<file path="config.mk">
export PLATFORM = sky130hd
export DESIGN_NAME = rr_mux_arbiter
export DESIGN_NICKNAME = d
export VERILOG_FILES = /design/src/rtl/rr_mux_arbiter_pkg.sv /design/src/rtl/rr_mux_arbiter_pick.sv /design/src/rtl/rr_mux_arbiter.sv
export SDC_FILE = /design/constraint.sdc
export NUM_CORES = 1
export LEC_CHECK = 0
export ABC_CLOCK_PERIOD_IN_PS = 2000
export CAP_MARGIN = 30
export CELL_PAD_IN_SITES_DETAIL_PLACEMENT = 1
export CELL_PAD_IN_SITES_GLOBAL_PLACEMENT = 2
export CORE_MARGIN = 1.5
export CORE_UTILIZATION = 30
export CTS_BUF_LIST = sky130_fd_sc_hd__clkbuf_8 sky130_fd_sc_hd__clkbuf_16
export DETAILED_ROUTE_END_ITERATION = 8
export GPL_ROUTABILITY_DRIVEN = 0
export PLACE_DENSITY = 0.75
export SYNTH_ARGS = -nofsm -noshare
export SYNTH_HDL_FRONTEND = slang
export SYNTH_SLANG_ARGS = --single-unit
</file>
<file path="constraint.sdc">
create_clock -name clk -period 2 [get_ports clk]
set_input_delay 0.4 -clock clk [delete_from_list [all_inputs] [get_ports clk]]
set_output_delay 0.4 -clock clk [all_outputs]
set_load 0.1 [all_outputs]
</file>
<file path="src/rtl/rr_mux_arbiter_pkg.sv">
// Shared definitions for the round-robin 4:1 mux arbiter: requester count,
// select width, FSM state encodings and a one-hot helper.
package rr_mux_arbiter_pkg;

  localparam int N_REQ = 4;
  localparam int SEL_W = 2;

  typedef enum logic {
    ST_IDLE  = 1'b0,
    ST_GRANT = 1'b1
  } state_e;

  function automatic logic [N_REQ-1:0] onehot(input logic [SEL_W-1:0] idx);
    logic [N_REQ-1:0] v;
    v      = '0;
    v[idx] = 1'b1;
    return v;
  endfunction

endpackage

</file>
<file path="src/rtl/rr_mux_arbiter_pick.sv">
// Combinational round-robin picker: searches ptr+1 .. ptr+4 (mod 4) and
// returns the first index with its request set.
module rr_pick
  import rr_mux_arbiter_pkg::*;
(
  input  logic [N_REQ-1:0] req,
  input  logic [SEL_W-1:0] ptr,
  output logic             any,
  output logic [SEL_W-1:0] idx
);

  logic [SEL_W-1:0] cand;

  always_comb begin
    any  = 1'b0;
    idx  = ptr;
    cand = '0;
    // k = N_REQ wraps back to ptr itself, so the last owner is checked last
    for (int k = 1; k <= N_REQ; k++) begin
      cand = ptr + SEL_W'(k);
      if (!any && req[cand]) begin
        any = 1'b1;
        idx = cand;
      end
    end
  end

endmodule

</file>
<file path="src/rtl/rr_mux_arbiter.sv">
// Round-robin arbiter/sequencer in front of a 4:1 one-bit mux; owns the mux
// select and registers the selected bit. Optional lock input: MUX_ARB_LOCK_EN.
//
// state    | meaning
// ST_IDLE  | no grant active, gnt=0, busy=0, q=0
// ST_GRANT | one requester owns the mux, q follows d[sel] one cycle late
module rr_mux_arbiter
  import rr_mux_arbiter_pkg::*;
#(
  parameter int MAX_HOLD = 8,
  parameter int HOLD_W   = 4
) (
  input  logic             clk,
  input  logic             rst_n,
  input  logic [N_REQ-1:0] req,
  input  logic [N_REQ-1:0] d,
  output logic [N_REQ-1:0] gnt,
  output logic [SEL_W-1:0] sel,
  output logic             q,
  output logic             busy
`ifdef MUX_ARB_LOCK_EN
  ,
  input  logic             lock
`endif
);

  localparam logic [HOLD_W-1:0] HOLD_LAST = HOLD_W'(MAX_HOLD - 1);

  state_e           state_q, state_d;
  logic [SEL_W-1:0] ptr_q, ptr_d;
  logic [HOLD_W-1:0] hold_cnt_q, hold_cnt_d;
  logic [N_REQ-1:0] gnt_q, gnt_d;
  logic [SEL_W-1:0] sel_q, sel_d;
  logic             q_q, q_d;
  logic             busy_q, busy_d;

  logic             pick_any;
  logic [SEL_W-1:0] pick_idx;
  logic             hold_ovr;
  logic             hold_exp;
  logic             release_now;

`ifdef MUX_ARB_LOCK_EN
  assign hold_ovr = lock;
`else
  assign hold_ovr = 1'b0;
`endif

  // ptr always equals sel while granting, so one picker serves both cases
  rr_pick u_pick (
    .req (req),
    .ptr (ptr_q),
    .any (pick_any),
    .idx (pick_idx)
  );

  assign hold_exp    = (hold_cnt_q == HOLD_LAST) && !hold_ovr;
  assign release_now = !req[sel_q] || hold_exp;

  always_comb begin
    state_d    = state_q;
    ptr_d      = ptr_q;
    hold_cnt_d = hold_cnt_q;
    gnt_d      = gnt_q;
    sel_d      = sel_q;
    q_d        = q_q;
    busy_d     = busy_q;

    case (state_q)
      ST_IDLE: begin
        if (pick_any) begin
          state_d    = ST_GRANT;
          ptr_d      = pick_idx;
          sel_d      = pick_idx;
          gnt_d      = onehot(pick_idx);
          hold_cnt_d = '0;
          busy_d     = 1'b1;
        end
      end

      ST_GRANT: begin
        q_d = d[sel_q];
        if (release_now) begin
          if (pick_any) begin
            ptr_d      = pick_idx;
            sel_d      = pick_idx;
            gnt_d      = onehot(pick_idx);
            hold_cnt_d = '0;
            busy_d     = 1'b1;
          end else begin
            state_d = ST_IDLE;
            gnt_d   = '0;
            busy_d  = 1'b0;
            q_d     = 1'b0;
          end
        end else if (hold_cnt_q != HOLD_LAST) begin
          // saturates when lock holds the grant past its limit
          hold_cnt_d = hold_cnt_q + 1'b1;
        end
      end

      default: begin
        state_d = ST_IDLE;
        gnt_d   = '0;
        busy_d  = 1'b0;
        q_d     = 1'b0;
      end
    endcase
  end

  always_ff @(posedge clk or negedge rst_n) begin
    if (!rst_n) begin
      state_q    <= ST_IDLE;
      ptr_q      <= SEL_W'(N_REQ - 1);
      hold_cnt_q <= '0;
      gnt_q      <= '0;
      sel_q      <= '0;
      q_q        <= 1'b0;
      busy_q     <= 1'b0;
    end else begin
      state_q    <= state_d;
      ptr_q      <= ptr_d;
      hold_cnt_q <= hold_cnt_d;
      gnt_q      <= gnt_d;
      sel_q      <= sel_d;
      q_q        <= q_d;
      busy_q     <= busy_d;
    end
  end

  assign gnt  = gnt_q;
  assign sel  = sel_q;
  assign q    = q_q;
  assign busy = busy_q;

endmodule

</file>
==> summary.txt <==
Global routing
  • Global Route Usage Sum: 0.175
  • Total grt overflow: 0
  • Initial antenna violation count: 0
  • Largest net degree at the start of global routing: 11
  • First-pass GRT wire length: 3650 um
  • Vias in the first global route: around 780

STA
  • Final Skew: 4.87 ps
  • Worst setup margin: 182 ps
  • Max Freq: 550 MHz
  • Worst-Margin Slew: 548 ps
  • Final Max Tran Viols: 0
  • Setup TNS: 0 ps
  • Final hold vios: 0
  • Worst hold slack: 465 ps
  • Final period util: 0.909
  • Slew headroom: 0.632
  • Setup-failing EPs final: 0
  • RSZ-0062 raised after global routing: no
  • Min cycle time layout: 1820 ps

Floorplanning
  • Die Width: 55.0 um
  • Core area: 0.00252 mm2
  • Std cell rows: 18
  • Starting Density: 0.321
  • Chip Height: 55.0 um
  • Die ar.: 0.00302 mm2
  • IO Pins: 18

Placement
  • Dpl ws: -70.6 ps
  • DP Cell Count: ~130
  • Placed instance area: 0.00108 mm2
  • DPL Wire Length: 1690 um
  • IO buf count: 17

Drt
  • Post-route DRC: 0
  • DR iter-0 viols: 7
  • Detailed-route via count: ~740
  • DR pass1 iterations: 2
  • Remaining antenna violation count: 0
  • WL per Instance: 15.8 um
  • Vias/cell: ~5.3
  • DRT Wirelength: around 2200 um

Outcome
  • Outcome: complete, no violations

Synthesis
  • Seq/Total Area, Yosys: 0.466
  • Net Count, Synth: 87
  • Post-synth top flop: dfrtp_1
  • EDFF count, synth: 0
  • Syn Area/Cell: 10.7 um2
  • Most instantiated cells after synthesis: dfrtp_1 (13), nand2_1 (7), inv_1 (6)
  • Synth Instances: 76
  • Ys Warns: 0
  • Top cells by area, synth: dfrtp_1 (40%), dfstp_2 (6.5%), mux2_2 (5.6%), o32ai_1 (4.3%), nand2b_1 (3.9%)
  • Yosys top cell area share: 0.401
  • Synthesized flop and latch total: 15
  • Yosys cell types: 31
  • Synth area leader: dfrtp_1
  • Synthesized area: 811 um2
  • Post-synth ARST share: 1.00
  • Top-count cell post-synth: dfrtp_1

Clocking
  • Depth of the CTS H-tree: 1
  • CTS sink count: 15
  • Clk slew on worst S/H paths: ~70 ps
  • Post-cts resize count: 0
  • Setup repair bufs after CTS: 0
  • Post-CTS Hold Buffers: 0
  • Later-pin clock latency in the skew report: 250 ps
  • Root Buffer: clkbuf_8
  • TritonCTS Buffers: 3
  • Clock tree buffer depth: 2
  • TritonCTS clock tree: done

Finish
  • Layout area overhead: 39.4%
  • Layout cells sized above 1: 0.352
  • Post-layout util: 0.448
  • Finished Layout Cells: approximately 140
  • Fin nets: 120
  • Cell area after layout: 0.00113 mm2
  • Antenna diodes: 0

Setup path
  • Worst Path Arrival: about 2000 ps
  • Required time worst endpoint: ~2100 ps
  • Crit. End Element: flip-flop
  • Crit path kind: in2reg
  • Critical path launch point type: input pin
  • Crit path max fanout: 4

Hold path
  • Hold Crit Class: in2async

Power
  • P_int: 0.993 mW
  • Sequential share of power: 0.272
  • VDD IR max: about 0.00096 V
  • Total power: 2.01 mW
  • NetSw: between 1 and 1.5 mW
  • Switching Fraction: 0.507
  • PwrDens: 1780 mW/mm2
  • Combinational power share: 0.602
  • Clock share of power: 0.127
  • Leakage power: 0.487 nW

Flow run
  • MaxCap Viol Count: 0
path summary, 6_finish.rpt:
kind	from	end	slack [ps]	cells past startpoint
max	req[2]	sel[0]$_DFFE_PN0P_	180	5
max reg2reg	hold_cnt_q[0]$_DFFE_PN0P_	sel[1]$_DFFE_PN0P_	220	5
max in group asynchronous	rst_n	hold_cnt_q[3]$_DFFE_PN0P_	1070	2
min reg2reg	busy$_DFFE_PN0P_	busy$_DFFE_PN0P_	490	2
min in group clk	busy$_DFFE_PN0P_	busy$_DFFE_PN0P_	490	2
min	rst_n	gnt[2]$_DFFE_PN0P_	460	1
final cells by class:
class                   instances  area (um2)
clock inverters                 1        5.00
multi-input cells              55         410
repair buffers                 28         233
flip-flops and latches         15         380
clock buffers                   3        41.3
inverters                       6        22.5
well taps                      30        37.5
fillers                       305        1390
state kept, by name, indices dropped and copies added (netlist names):
signal      flops
hold_cnt_q      4
state_q         1
gnt             4
ptr_q           2
q               1
busy            1
sel             2
per-layer routing:
| layer | vias up | global-route usage | share of wire |
|---|---|---|---|
| met4 | 0 | 0.0488 | 0.0091 |
| met2 | 17 | 0.298 | 0.45 |
| met1 | 367 | 0.217 | 0.48 |
| li1 | 347 | - | - |
| met5 | - | 0 | 0 |
| met3 | 4 | 0.0484 | 0.054 |
cell usage in the layout (no fill, tap or decap), types with 2 or more instances in the layout:
cell type,count
o21ai_0,2
or3_1,2
nor3_1,2
mux2_2,4
dfrtp_2,2
mux2i_1,2
clkbuf_8,3
buf_4,19
dfrtp_1,11
or2_2,2
nand2b_1,5
dfstp_2,2
o32ai_1,4
a21oi_1,4
nor2_1,3
nand3_1,2
clkdlybuf4s50_1,9
nand2_1,7
inv_1,6
worst max-delay path, cell delays in order:
cell,delay [ps]
clkdlybuf4s50_1,570
or2_2,160
a21boi_0,90
or3_1,440
mux2_2,290
power groups by stage:
stage / sequential, mW / clock, mW / combinational (mW)
final: 0.547 / 0.255 / 1.21
after global routing: 0.569 / 0.281 / 1.28
after CTS: 0.549 / 0.262 / 1.22
after detailed placement: 0.550 / 0 / 1.21
after global placement: 0.544 / 0 / 1.19
after floorplan: 0.973 / 0 / 0.444
cell families (layout without fill, tap and decap cells):
group | Yosys count | after routing | synth area share
AOI/OAI and AO/OA | 22 | 22 | 0.207
DFF | 15 | 15 | 0.466
muxes | 7 | 7 | 0.108
adders and majority gates | 1 | 1 | 0.0154
and+or+nand+nor | 25 | 25 | 0.176
buffers and inverters | 6 | 38 | 0.0278
Power figures use the tool's default switching activity.
